<file path="config.mk">
export PLATFORM = sky130hd
export DESIGN_NAME = multdiv_unit
export DESIGN_NICKNAME = d
export VERILOG_FILES = /design/src/rtl/multdiv_pkg.sv /design/src/rtl/multdiv_abs.sv /design/src/rtl/multdiv_unit.sv
export SDC_FILE = /design/constraint.sdc
export NUM_CORES = 1
export LEC_CHECK = 0
export CAP_MARGIN = 20
export CORE_UTILIZATION = 45
export DETAILED_ROUTE_END_ITERATION = 10
export GPL_TIMING_DRIVEN = 1
export SETUP_SLACK_MARGIN = 0.15
export SLEW_MARGIN = 30
export SYNTH_ARGS = -nofsm -noshare
export SYNTH_HDL_FRONTEND = slang
export SYNTH_SLANG_ARGS = --single-unit
</file>
<file path="constraint.sdc">
create_clock -name Clock -period 7.4 [get_ports Clock]
set_input_delay 2.22 -clock Clock [delete_from_list [all_inputs] [get_ports Clock]]
set_output_delay 2.22 -clock Clock [all_outputs]
set_load 0.01 [all_outputs]
</file>
<file path="src/rtl/multdiv_pkg.sv">
// Shared encodings for the iterative multiply/divide unit: FSM states and the Op field.
package multdiv_pkg;

   typedef enum logic [2:0] {
      S_IDLE = 3'd0,
      S_MULT = 3'd1,
      S_DIV  = 3'd2,
      S_FIX  = 3'd3,
      S_DONE = 3'd4
   } state_t;

   localparam logic OP_MULT = 1'b0;
   localparam logic OP_DIV  = 1'b1;

   // An operand is treated as negative only in signed mode with its MSB set.
   function automatic logic operand_neg(input logic is_signed, input logic msb);
      return is_signed & msb;
   endfunction

endpackage

</file>
<file path="src/rtl/multdiv_abs.sv">
// Conditional two's-complement negate; used for operand magnitudes and result sign fix-up.
module multdiv_abs #(
   parameter int W = 32
) (
   input  logic         neg_i,
   input  logic [W-1:0] val_i,
   output logic [W-1:0] val_o
);

   assign val_o = neg_i ? -val_i : val_i;

endmodule

</file>
<file path="src/rtl/multdiv_unit.sv">
// Iterative shift-add multiplier / restoring divider with sign fix-up (Hi/Lo result registers).
// Optional MULTDIV_EARLY_EXIT_EN: multiply stops once the remaining multiplier bits are zero.
module multdiv_unit
   import multdiv_pkg::*;
#(
   parameter int WIDTH = 32
) (
   input  logic             Clock,
   input  logic             Reset,
   input  logic             Start,
   input  logic             Op,
   input  logic             Signed,
   input  logic [WIDTH-1:0] A,
   input  logic [WIDTH-1:0] B,
   output logic             Busy,
   output logic             Done,
   output logic             DivZero,
   output logic [WIDTH-1:0] Hi,
   output logic [WIDTH-1:0] Lo
);

   localparam int CW = (WIDTH > 1) ? $clog2(WIDTH) : 1;
   localparam logic [CW-1:0] LAST_CNT = CW'(WIDTH - 1);

   state_t             state_q;
   logic               op_q;
   logic               neg_res_q;
   logic               neg_rem_q;
   logic [2*WIDTH-1:0] acc_q;
   logic [2*WIDTH-1:0] mcand_q;
   logic [WIDTH-1:0]   mplier_q;
   logic [CW-1:0]      cnt_q;
   logic               busy_q;
   logic               done_q;
   logic               divzero_q;
   logic [WIDTH-1:0]   hi_q;
   logic [WIDTH-1:0]   lo_q;

   logic               a_neg;
   logic               b_neg;
   logic [WIDTH-1:0]   abs_a;
   logic [WIDTH-1:0]   abs_b;

   logic [2*WIDTH-1:0] prod_d;
   logic [2*WIDTH-1:0] mcand_d;
   logic [WIDTH-1:0]   mplier_d;
   logic               mult_last;

   logic [WIDTH:0]     rem_shift;
   logic [WIDTH-1:0]   rem_sub;
   logic               div_ge;
   logic [WIDTH-1:0]   rem_d;
   logic [WIDTH-1:0]   quo_d;

   logic [2*WIDTH-1:0] prod_fixed;
   logic [WIDTH-1:0]   quo_fixed;
   logic [WIDTH-1:0]   rem_fixed;

   assign a_neg = operand_neg(Signed, A[WIDTH-1]);
   assign b_neg = operand_neg(Signed, B[WIDTH-1]);

   multdiv_abs #(.W(WIDTH)) u_abs_a (
      .neg_i (a_neg),
      .val_i (A),
      .val_o (abs_a)
   );

   multdiv_abs #(.W(WIDTH)) u_abs_b (
      .neg_i (b_neg),
      .val_i (B),
      .val_o (abs_b)
   );

   // Multiply step: the multiplicand walks left, so the product never needs a final realignment.
   always_comb begin
      prod_d   = mplier_q[0] ? (acc_q + mcand_q) : acc_q;
      mcand_d  = mcand_q << 1;
      mplier_d = mplier_q >> 1;
   end

`ifdef MULTDIV_EARLY_EXIT_EN
   assign mult_last = (cnt_q == LAST_CNT) || (mplier_d == '0);
`else
   assign mult_last = (cnt_q == LAST_CNT);
`endif

   // Divide step: remainder lives in acc_q, dividend bits shift out of mplier_q as quotient bits shift in.
   always_comb begin
      rem_shift = {acc_q[WIDTH-1:0], mplier_q[WIDTH-1]};
      div_ge    = rem_shift >= {1'b0, mcand_q[WIDTH-1:0]};
      rem_sub   = rem_shift[WIDTH-1:0] - mcand_q[WIDTH-1:0];
      rem_d     = div_ge ? rem_sub : rem_shift[WIDTH-1:0];
      quo_d     = {mplier_q[WIDTH-2:0], div_ge};
   end

   multdiv_abs #(.W(2*WIDTH)) u_fix_prod (
      .neg_i (neg_res_q),
      .val_i (acc_q),
      .val_o (prod_fixed)
   );

   multdiv_abs #(.W(WIDTH)) u_fix_quo (
      .neg_i (neg_res_q),
      .val_i (mplier_q),
      .val_o (quo_fixed)
   );

   multdiv_abs #(.W(WIDTH)) u_fix_rem (
      .neg_i (neg_rem_q),
      .val_i (acc_q[WIDTH-1:0]),
      .val_o (rem_fixed)
   );

   always_ff @(posedge Clock) begin
      if (!Reset) begin
         state_q   <= S_IDLE;
         op_q      <= 1'b0;
         neg_res_q <= 1'b0;
         neg_rem_q <= 1'b0;
         acc_q     <= '0;
         mcand_q   <= '0;
         mplier_q  <= '0;
         cnt_q     <= '0;
         busy_q    <= 1'b0;
         done_q    <= 1'b0;
         divzero_q <= 1'b0;
         hi_q      <= '0;
         lo_q      <= '0;
      end else begin
         case (state_q)
            S_IDLE: begin
               if (Start) begin
                  op_q      <= Op;
                  neg_res_q <= a_neg ^ b_neg;
                  neg_rem_q <= a_neg;
                  acc_q     <= '0;
                  cnt_q     <= '0;
                  busy_q    <= 1'b1;
                  if ((Op == OP_DIV) && (B == '0)) begin
                     done_q    <= 1'b1;
                     divzero_q <= 1'b1;
                     state_q   <= S_DONE;
                  end else if (Op == OP_MULT) begin
                     mcand_q  <= {{WIDTH{1'b0}}, abs_a};
                     mplier_q <= abs_b;
                     state_q  <= S_MULT;
                  end else begin
                     mcand_q  <= {{WIDTH{1'b0}}, abs_b};
                     mplier_q <= abs_a;
                     state_q  <= S_DIV;
                  end
               end
            end
            S_MULT: begin
               acc_q    <= prod_d;
               mcand_q  <= mcand_d;
               mplier_q <= mplier_d;
               cnt_q    <= cnt_q + CW'(1);
               if (mult_last) begin
                  state_q <= S_FIX;
               end
            end
            S_DIV: begin
               acc_q    <= {{WIDTH{1'b0}}, rem_d};
               mplier_q <= quo_d;
               cnt_q    <= cnt_q + CW'(1);
               if (cnt_q == LAST_CNT) begin
                  state_q <= S_FIX;
               end
            end
            S_FIX: begin
               if (op_q == OP_MULT) begin
                  hi_q <= prod_fixed[2*WIDTH-1:WIDTH];
                  lo_q <= prod_fixed[WIDTH-1:0];
               end else begin
                  hi_q <= rem_fixed;
                  lo_q <= quo_fixed;
               end
               done_q  <= 1'b1;
               state_q <= S_DONE;
            end
            S_DONE: begin
               done_q    <= 1'b0;
               divzero_q <= 1'b0;
               busy_q    <= 1'b0;
               state_q   <= S_IDLE;
            end
            default: begin
               state_q <= S_IDLE;
            end
         endcase
      end
   end

   assign Busy    = busy_q;
   assign Done    = done_q;
   assign DivZero = divzero_q;
   assign Hi      = hi_q;
   assign Lo      = lo_q;

endmodule
</file>
Word level (Yosys, flattened, before mapping)
Cells that the tools add are included.
{"block": "totals", "register_bits": 238, "out_inout_bits": 67}
{"block": "classes", "eq_ne": 10, "n_reduce_logical": 18, "n_bitwise": 3, "add_sub_neg": 8, "mux": 32, "magnitude_cmp": 1}
{"op": "2-to-1 mux 32 bit", "n": 11}
{"op": "2-to-1 mux 64 bit", "n": 5}
{"op": "case mux 64 bit (3 select lines)", "n": 1}
{"op": "negation 32 bit", "n": 4}
{"op": "case mux 64 bit (2 select lines)", "n": 1}
{"op": "case mux 32 bit (3 select lines)", "n": 1}
{"op": "adder 64 bit", "n": 1}
{"op": "negation 64 bit", "n": 1}
{"op": ">= comparator 33 x 32 -> 1 bit", "n": 1}
{"op": "logical NOT 32 bit", "n": 1}
{"op": "subtractor 32 bit", "n": 1}
{"op": "AND reduction 3 bit", "n": 5}
{"op": "case mux 5 bit (2 select lines)", "n": 1}
{"op": "2-to-1 mux 3 bit", "n": 3}
{"op": "case mux 3 bit (3 select lines)", "n": 1}
{"op": "inequality test 2 bit, second input constant", "n": 4}
{"op": "AND reduction 2 bit", "n": 4}
{"op": "equality test 3 x 2 -> 1 bit, second input constant", "n": 2}
{"op": "nonzero test 2 bit", "n": 3}
{"op": "nonzero test 3 bit", "n": 2}
{"op": "adder 5 x 1 -> 5 bit, second input constant", "n": 1}
{"op": "equality test 5 bit, second input constant", "n": 1}
{"op": "2-to-1 mux 5 bit", "n": 1}
{"op": "case mux 1 bit (2 select lines)", "n": 2}
{"op": "11 further kinds", "n": 14}

Longest topological paths before layout
Gate-level depths: netlist of the first run.
{"block": "depth", "depth_word": 6, "ltp_mapped": 15, "depth_no_buf": 13}

Cells and area by module
A second synthesis of the first run with hierarchy kept.
{"block": "hier_totals", "hier_cells": 2673, "hier_area_um2": 20794.9}
{"module": "multdiv_unit", "area_each_um2": 16273.1, "seq_area_each_um2": 4764.6, "instances": 1, "cells_each": 2043}
{"module": "multdiv_abs at u_abs_a ...", "area_each_um2": 767.0, "seq_area_each_um2": 0.0, "instances": 4, "cells_each": 108}
{"module": "multdiv_abs at u_fix_prod", "area_each_um2": 1453.9, "seq_area_each_um2": 0.0, "instances": 1, "cells_each": 198}

Worst setup path after synthesis of the first run
Ideal clock, no wire load.
{"block": "synth_path", "path_type": "in2reg", "from": "in B[5]", "to": "reg mcand_q[23]", "required_ps": 7305, "path_buffers": 2, "stages": 10, "t_arrival_ps": 4556, "slack_ps": 2749, "path_cell_list": "or4_1 nor3_1 nand3_1 nor2_1 nand4_1 nand2b_1 clkbuf_1 clkbuf_1 a21oi_1 a221oi_1"}
{"block": "synth_via", "elab_chain_cells": 6, "elab_cells_between_ends": 10, "cone_classes": "1 x add/sub; 1 x eq/ne; 5 x mux; 3 x reduce/logical"}
{"item": "from (decl)", "line": "multdiv_unit.sv:14", "rtl": "input logic [WIDTH-1:0] B,"}
{"item": "negation 32 bit", "line": "multdiv_abs.sv:10", "rtl": "assign val_o = neg_i ? -val_i : val_i;"}
{"item": "2-to-1 mux 32 bit", "line": "multdiv_abs.sv:10"}
{"item": "2-to-1 mux 32 bit", "line": "multdiv_unit.sv:143", "rtl": "end else if (Op == OP_MULT) begin"}
{"item": "2-to-1 mux 64 bit", "line": "multdiv_unit.sv:139", "rtl": "if ((Op == OP_DIV) && (B == '0)) begin"}
{"item": "2-to-1 mux 64 bit", "line": "multdiv_unit.sv:132", "rtl": "if (Start) begin"}
{"item": "case mux 64 bit (2 select lines)", "line": "multdiv_unit.sv:130", "rtl": "case (state_q)"}
{"item": "to (signal assigned)", "line": "multdiv_unit.sv:144", "rtl": "mcand_q <= {{WIDTH{1'b0}}, abs_a};"}
{"item": "to (signal assigned)", "line": "multdiv_unit.sv:148", "rtl": "mcand_q <= {{WIDTH{1'b0}}, abs_b};"}
{"item": "to (signal assigned)", "line": "multdiv_unit.sv:156", "rtl": "mcand_q <= mcand_d;"}
{"item": "to (decl)", "line": "multdiv_unit.sv:30", "rtl": "logic [2*WIDTH-1:0] mcand_q;"}
Parallel ways exist; a longest one is shown, timed or not. The select of a mux whose other input is x is not followed.
A chain may end at the register's enable or synchronous reset.

Worst setup path in the final report of the first run
{"block": "layout_path", "from": "in B[3]", "to": "reg mcand_q[49]"}
{"block": "layout_via", "elab_chain_cells": 4}
{"item": "logical NOT 32 bit", "line": "multdiv_unit.sv:139"}
{"item": "logical AND 1 bit", "line": "multdiv_unit.sv:139"}
{"item": "inequality test 2 bit (no line)"}
{"item": "AND reduction 3 bit (no line)"}
No other way between the ends.

==> reports/qor.txt, run 1 <==
unrepaired setup endpoints after global routing: false
hold endpoint: Hi[4]
Area Growth Syn to Fin: 14.2%
Hold Vio Cnt, Final: 0
routed via count: 20,700
Ys Warns: 0
critical path fanouts, max: 48
Detail Placement HPWL: 54.4 mm
final wirelength: 72.6 mm
Die ar.: 44,500 sq um
async set-reset flop share out of synthesis: 0%
Hold Path Origin: Hi[4]
gpl congestion: 0.968
Bufs and invs on worst path: 2
antenna violations before repair: 1
Cell Chain, Critical Path: clkdlybuf4s50_1, or4_1, nor3_1, nand3_1, nor2_1, nand4_1, nand2b_4, buf_4, a22oi_1, nor2_1
post-CTS sizing: 0
Top FF cell, synth: dfxtp_1
crit path DAT: 5710 ps
Die H: 211 um
number of flops mapped to enable cells by yosys: 0
CTS sink count: 238
Clock Path Buffers: 3
CTS Buf Count: 30
post-DR vias/cell: 6.24
sequential area share after synthesis: 24.3%
# rows: 76
first-pass GRT wire length: 111 mm
Port Buffers: 135
Die Wd: 211 um
endpoint type of the worst setup path: flop
Starting Density: 45.6%
LEAKAGE: 0.00852 uW
wire per inst: 21.9 um
Hold Path Stages: 2
CP Class: input port to flop
status: finished clean
CTS Hold Buffers Added: 0
largest net degree at the start of global routing: 79
Max Slew Vio Count: 0
total gr overflow: 0
DRT Pass-1 Iters: 6
CTS root buf: clkbuf_16
post-synth top area share: 24.3%
clock latency on the worst-skew pair: 590 ps
Switching Power: 2200 uW
vias in the first global route: 18,800
cell with the most instances after synthesis: nor2_1
Slew HR: 35.0%
Reg area: 4770 sq um
Worst-path clk slew: 60 ps
register share of total power: 29.6%
P_int: 3260 uW
DRT antenna net count: 0
post-CTS setup buffer count: 0
Gate power share: 39.8%
cell count after placement: 3,258
Register-to-Register Path Depth: 14
Period Utilization, post-route: 70.2%
Max VDD drop: 0.000208 V
Cell variety after synth: 83
gr usage total: 32.1%
area leader, netlist: dfxtp_1
I/O pin cnt: 136
DR iter-0 viols: 2,172
CP delay by family, top: simple AND/OR/NAND/NOR gates
synthesized cell area: 19,600 sq um
worst path required time: 7910 ps
Peak Freq: 193 MHz
net count after synthesis: 2,863
Clock Power Share: 30.7%
Residual DRC: 0
HP Class: flop to flop
Final min period: 5190 ps
PD cells: 244 nW/um^2
skew final: 31.0 ps
Worst R2R End: acc_q[60]
setup violators final: 0
Crit-path slowest cell: or4_1
Max Cap Viol: 0
CP Launch Type: input port
switch share: 40.3%
Worst path depth: 10
total negative slack: 0 ps
proportion of layout cells with a drive suffix above 1: 5.17%
worst r2r src: acc_q[0]
top cells by area, synth: dfxtp_1 24%, ha_1 6.4%, xnor2_1 6.3%
Syn Area/Cell: 7.30 sq um
Synth top cells by count: 280 x nor2_1, 263 x nand2_1, 245 x a21oi_1
filler cell count: 4,232
antenna cells: 0
slowest stage delay, CP: 610 ps
Final #Nets: 2,877
CTS tree: done
H-tree depth: 1
Slew @ Worst Pin: 969 ps
FF+latch count, synth: 238
Syn Inst Count: 2,691
Crit path top cell by count: nor2_1
post-route insts no fill: 3,314
Core ar.: 43,100 sq um
flop2flop setup slack: 2940 ps
Multi-input gate area: 13,900 sq um
==> power by group through the flow <==
stage                     clock (uW)  sequential, uW  combinational (uW)
final                           1680            1620                2170
after CTS                       1700            1610                2130
after global routing            1750            1620                2380
after global placement             0            1630                2100
after floorplan                    0            1500                1600
after detailed placement           0            1630                2110
==> registers in the layout, indices dropped and copies added, names as in the netlist <==
name	flops
Busy	1
DivZero	1
Done	1
Hi	32
Lo	32
acc_q	64
cnt_q	5
mcand_q	64
mplier_q	32
neg_rem_q	1
neg_res_q	1
op_q	1
state_q	3
==> worst register-to-register path, stage by stage (launching register included) <==
cell and delay, ps:
dfxtp_1 620, ha_1 290, inv_1 60, fa_1 390, nand2b_1 210, a21o_1 240, a211oi_1 460, o311ai_0 310
nand2_1 220, a211oi_1 220, o41ai_2 490, buf_4 250, nand4_1 150, a21o_1 200, a32o_1 240
==> area by class of cell <==
class,count,share of cell area (%)
Clock inverter,13,1.00
Clock buffer,43,4.02
Timing Repair Buffer,167,7.05
Multi-Input combinational cell,2194,62.1
Inverter,74,1.25
Sequential cell,238,21.3
Tap cell,585,3.26
==> how the worst max path moves through the flow <==
stage / from / endpoint
floorplan: B[5] / mcand_q[23]
global placement: B[5] / mcand_q[47]
detailed placement: B[3] / mcand_q[45]
CTS: B[3] / mcand_q[49]
global route: B[3] / mcand_q[49]
finish: B[3] / mcand_q[49]
==> layer usage <==
metal,share of wire [%],track usage [%],vias to the layer above
met5,0,0,-
met2,43,49.2,837
met3,8.3,4.13,116
met1,46,46.8,9847
met4,3.0,8.50,0
li1,-,-,9869
==> kinds of logic after synthesis <==
group	after synthesis	synth area share, %
flip-flops	238	24.3
multiplexers	35	1.92
AO/OA/AOI/OAI	950	30.9
AND/OR/NAND/NOR	864	20.4
adder cells (fa/ha/maj)	103	6.64
XOR/XNOR	242	10.8
buffers and inverters	259	5.10
==> through the flow <==
| stage | instance area (sq um) | util (%) | power, uW | setup WS, ps | hold slack [ps] |
|---|---|---|---|---|---|
| after global routing | 22400 | 52.1 | 5750 | 1880 | 465 |
| final | 22400 | 52.1 | 5470 | 2210 | 447 |
| after floorplan | 19600 | - | 3110 | 2750 | 466 |
| after detailed placement | 21300 | 49.4 | 3750 | 1430 | 442 |
| after CTS | 22400 | 52.0 | 5430 | 2020 | 451 |
| after global placement | 21300 | 49.4 | 3730 | 1540 | 438 |
==> cell usage in the layout, fill, tap and decap left out, types with 20 or more instances in the layout <==
master,count
nor2_1,276
dfxtp_1,236
o211ai_1,58
nand4_1,26
a22oi_1,59
a221oi_1,31
a21oi_1,244
nand3_1,50
nand2_1,262
mux2i_1,23
and3_1,34
nor3_1,69
xnor2_1,141
inv_1,73
buf_4,32
ha_1,101
or3_1,34
clkdlybuf4s50_1,133
xor2_1,101
clkbuf_16,31
o21ai_0,225
a211oi_1,81
o31ai_1,39
a31oi_1,20
a21o_1,60
Note: power is estimated with default switching activity, not from simulation.
==> run 2: changes to the inputs <==
- clock period: 7.4 -> 5 ns (I/O delays scaled with it)
==> reports/qor.txt, run 2 (same netlist as run 1, synthesis figures left out) <==
gpl congestion: 0.981 (+1.3%)
clock latency on the worst-skew pair: 600 ps (about the same)
I/O pin cnt: 136 (unchanged)
Die ar.: 44,500 sq um (unchanged)
proportion of layout cells with a drive suffix above 1: 6.17% (+1.0 points)
first-pass GRT wire length: 113 mm (+1.5%)
PD cells: 357 nW/um^2 (+46%)
# rows: 76 (unchanged)
LEAKAGE: 0.00864 uW (+1.4%)
CTS Buf Count: 30 (unchanged)
wl on met1: 33.8 mm (+1.3%)
Peak Freq: 222 MHz
Die Wd: 211 um (unchanged)
Clock Path Buffers: 3 (unchanged)
vias in the first global route: 19,200 (+2.1%)
Final #Nets: 2,906 (+1.0%)
slowest stage delay, CP: 990 ps (+380 ps)
Core ar.: 43,100 sq um (unchanged)
setup violators final: 0 (unchanged)
total negative slack: 0 ps (unchanged)
met2 routed WL: 31.7 mm (+1.8%)
most common cell after layout, fill and taps aside: nor2_1
HP Class: flop to flop
WL met3: 5.81 mm (-3.3%)
most frequent cells in the layout: 277 x nor2_1, 263 x nand2_1, 244 x a21oi_1
Final min period: 4500 ps
Slew @ Worst Pin: 1090 ps (+118 ps)
Starting Density: 45.6% (unchanged)
Port Buffers: 135 (unchanged)
status: finished clean
Multi-input gate area: 13,900 sq um (-0.15%)
endpoint type of the worst setup path: flop
DR iter-0 viols: 2,187 (+0.69%)
unrepaired setup endpoints after global routing: false
routed via count: 20,700 (+0.23%)
CP Class: input port to flop
Worst-path clk slew: 70 ps (about the same)
Hold Vio Cnt, Final: 0 (unchanged)
largest net degree at the start of global routing: 95 (+20%)
Period Utilization, post-route: 90.1%
post-DR vias/cell: 6.20 (-0.61%)
post-CTS setup buffer count: 0 (unchanged)
Area Growth Syn to Fin: 15.1%
Max Cap Viol: 0 (unchanged)
critical path fanouts, max: 4 (-92%)
CP delay by family, top: simple AND/OR/NAND/NOR gates
gr usage total: 32.6% (+0.53 points)
DRT antenna net count: 0 (unchanged)
Setup WS post-layout: 497 ps (-1710 ps)
post-CTS sizing: 0 (unchanged)
skew final: 31.5 ps (+0.521 ps)
antenna violations before repair: 0 (-1)
biggest regs: acc_q: 64 flops, mcand_q: 64 flops
DR top layer: met4
Max Slew Vio Count: 0 (unchanged)
Crit-path slowest cell: a2111oi_0
Cell Chain, Critical Path: clkdlybuf4s50_1, or4_1, nor4_1, nand3_1, o31ai_1, xor2_1, a2111oi_0, a221oi_1, nor2_1
pre-CTS setup slack: 221 ps (-1210 ps)
Residual DRC: 0 (unchanged)
antenna cells: 0 (unchanged)
worst path required time: 5540 ps (-2370 ps)
CTS root buf: clkbuf_16
total gr overflow: 0 (unchanged)
H-tree depth: 1 (unchanged)
CTS Hold Buffers Added: 0 (unchanged)
Die H: 211 um (unchanged)
wire per inst: 21.9 um (about the same)
Reg area: 4770 sq um (unchanged)
crit path DAT: 5040 ps (-670 ps)
Max VDD drop: 0.000288 V (+39%)
CTS sink count: 238 (unchanged)
final wirelength: 73.3 mm (+0.90%)
Bufs and invs on worst path: 1 (-1)
DRT Pass-1 Iters: 6 (unchanged)
Slew HR: 25.7% (-9.4 points)
Detail Placement HPWL: 55.5 mm (+2.1%)
CTS tree: done
CP Launch Type: input port
filler cell count: 4,302 (+1.7%)
==> run 2: cell types whose count changed in the layout (fill, tap and decap cells not counted), moves of 2 or more <==
cell / change
clkbuf_8: -2
clkinvlp_4: +3
inv_6: +3
bufinv_16: -2
buf_12: +2
clkinv_4: -2
clkinv_2: +3
buf_4: +25
clkbuf_1: -4
==> run 2: stage by stage <==
stage / total power [uW] / instances / utilization, % / area [sq um] / hold WS, ps
after floorplan: 4600 / 2691 / - / 19600 / 466
after global placement: 5620 / 3286 / 49.9 / 21500 / 438
after detailed placement: 5640 / 3286 / 49.9 / 21500 / 446
after CTS: 8030 / 3341 / 52.4 / 22600 / 454
after global routing: 8490 / 3342 / 52.5 / 22600 / 463
final: 8080 / 3342 / 52.5 / 22600 / 451
==> run 2: final timing paths <==
| path | startpoint | to | slack [ps] | depth (start not counted) |
|---|---|---|---|---|
| min | Hi[8] | Hi[8] | 450 | 2 |
| max reg2reg | acc_q[11] | acc_q[50] | 790 | 10 |
| min reg2reg | Hi[8] | Hi[8] | 450 | 2 |
| max | B[11] | mcand_q[26] | 500 | 9 |
==> run 2: cell type report <==
type                    count  area share [%]
inverters                  74            1.24
well taps                 585            3.24
repair buffers            196            8.17
clock inverters            19            1.07
multi-input cells        2194            61.5
clock buffers              36            3.68
flip-flops and latches    238            21.1
==> run 2: where the power goes <==
part	total [uW]	leakage, uW	internal, uW	switching (uW)
sequential	2340	0.00194	2040	300
combinational	3370	0.00618	1300	2070
clock	2370	0.000522	1400	964
total	8080	0.00864	4740	3330
==> run 2: routing by layer <==
layer / vias to the layer above / track usage, %
met5: - / 0
met2: 808 / 50.5
met3: 112 / 4.27
li1: 9928 / -
met4: 0 / 9.25
met1: 9869 / 46.9
==> run 2: worst reg2reg max path, cell delays in order, from the launching register on <==
cell and delay [ps]:
dfxtp_1 690, ha_1 390, a21oi_1 300, o211ai_1 150, o311ai_0 530, nand2_1 250
a211oi_1 820, o31ai_1 310, o21ai_0 380, mux2i_1 240, nand2_1 70
==> run 3: changes to the inputs <==
- SETUP_SLACK_MARGIN: 0.15 -> not set
- SLEW_MARGIN: 30 -> not set
- TNS_END_PERCENT: not set -> 100
==> reports/qor.txt, run 3 (same netlist as run 1, synthesis figures left out) <==
PD cells: 357 nW/um^2 (about the same)
Final #Nets: 2,905 (-0.034%)
proportion of layout cells with a drive suffix above 1: 6.10% (-0.070 points)
DRT antenna net count: 0 (unchanged)
status: finished clean
cell count after placement: 3,286 (unchanged)
post-DR vias/cell: 6.20 (about the same)
largest net degree at the start of global routing: 95 (unchanged)
unrepaired setup endpoints after global routing: false
antenna cells: 0 (unchanged)
CTS Buf Count: 30 (unchanged)
Hold Slack: 451 ps (-0.00600 ps)
I/O pin cnt: 136 (unchanged)
total negative slack: 0 ps (unchanged)
Die H: 211 um (unchanged)
wire per inst: 21.9 um (about the same)
Setup WS post-layout: 551 ps (+53.7 ps)
DRT Pass-1 Iters: 6 (unchanged)
Residual DRC: 0 (unchanged)
Starting Density: 45.6% (unchanged)
endpoint type of the worst setup path: flop
CP Class: input port to flop
pre-CTS setup slack: 221 ps (unchanged)
Max VDD drop: 0.000288 V (about the same)
Die Wd: 211 um (unchanged)
Port Buffers: 135 (unchanged)
critical path fanouts, max: 4 (unchanged)
routed via count: 20,700 (-0.048%)
H-tree depth: 1 (unchanged)
CTS sink count: 238 (unchanged)
post-route insts no fill: 3,341 (-0.030%)
WL met3: 5.53 mm (-4.8%)
# rows: 76 (unchanged)
CTS tree: done
DR top layer: met4
CTS root buf: clkbuf_16
Hold Vio Cnt, Final: 0 (unchanged)
first-pass GRT wire length: 113 mm (unchanged)
crit path DAT: 4990 ps (-50 ps)
total gr overflow: 0 (unchanged)
post-CTS sizing: 0 (unchanged)
Core ar.: 43,100 sq um (unchanged)
Worst-path clk slew: 70 ps (about the same)
skew final: 36.8 ps (+5.31 ps)
most frequent cells in the layout: 278 x nor2_1, 263 x nand2_1, 244 x a21oi_1
DR iter-0 viols: 2,205 (+0.82%)
Slew HR: 28.5% (+2.9 points)
antenna violations before repair: 0 (unchanged)
gpl congestion: 0.981 (unchanged)
worst path required time: 5550 ps (about the same)
Max Cap Viol: 0 (unchanged)
met2 routed WL: 31.7 mm (-0.14%)
LEAKAGE: 0.00863 uW (-0.15%)
clock latency on the worst-skew pair: 610 ps (about the same)
Max Slew Vio Count: 0 (unchanged)
most common cell after layout, fill and taps aside: nor2_1
CP Launch Type: input port
vias in the first global route: 19,200 (unchanged)
Slew @ Worst Pin: 1040 ps (-42.2 ps)
final wirelength: 73.2 mm (about the same)
Die ar.: 44,500 sq um (unchanged)
HP Class: flop to flop
Clock Path Buffers: 3 (unchanged)
biggest regs: acc_q: 64 flops, mcand_q: 64 flops
Period Utilization, post-route: 89.0% (-1.1 points)
CTS Hold Buffers Added: 0 (unchanged)
Peak Freq: 225 MHz (+1.2%)
Detail Placement HPWL: 55.5 mm (unchanged)
Area Growth Syn to Fin: 15.0%
Final min period: 4450 ps (-53.7 ps)
post-CTS setup buffer count: 0 (unchanged)
gr usage total: 32.6% (unchanged)
flop2flop setup slack: 740 ps (-50 ps)
wl on met1: 34.0 mm (+0.83%)
setup violators final: 0 (unchanged)
==> run 3: changes by cell type in the layout (fill, tap and decap cells not counted), sizes merged <==
cell  previous run  this run
buf             63        62
==> run 3: path summary, 6_finish.rpt <==
path              cells after the start       start           to
setup / recovery                      9       B[11]  mcand_q[26]
hold / removal                        2       Hi[8]        Hi[8]
setup reg to reg                     13  mcand_q[0]    acc_q[50]
hold reg to reg                       2       Hi[8]        Hi[8]
==> run 3: cell type report <==
type / instances / area (sq um)
Tap cell: 585 / 732
Inverter: 74 / 280
Clock inverter: 19 / 241
Fill cell: 4307 / 20500
Timing Repair Buffer: 195 / 1820
Sequential cell: 238 / 4770
Multi-Input combinational cell: 2194 / 13900
Clock buffer: 36 / 833
==> run 3: through the flow <==
stage                     total power [uW]  cell area (sq um)  utilization, %
after global routing                  8480              22600            52.4
after floorplan                       4600              19600               -
after detailed placement              5640              21500            49.9
after global placement                5620              21500            49.9
final                                 8070              22600            52.4
after CTS                             8030              22600            52.4
==> run 3: routing by layer <==
metal / vias to the layer above / GRT usage [%]
met5: - / 0
met4: 0 / 9.25
met3: 110 / 4.27
met2: 792 / 50.5
met1: 9886 / 46.9
li1: 9919 / -
==> run 3: power breakdown <==
| group | total (uW) | internal (uW) | switching [uW] |
|---|---|---|---|
| Combinational | 3350 | 1290 | 2050 |
| Sequential | 2360 | 2040 | 311 |
| Clock | 2370 | 1400 | 964 |
==> run 3: worst max-delay path: stages <==
cell and delay (ps):
clkdlybuf4s50_1 470, or4_1 600, nor4_1 440, nand3_1 280, o31ai_1 310, xor2_1 180, a2111oi_0 960, a221oi_1 120
nor2_1 130
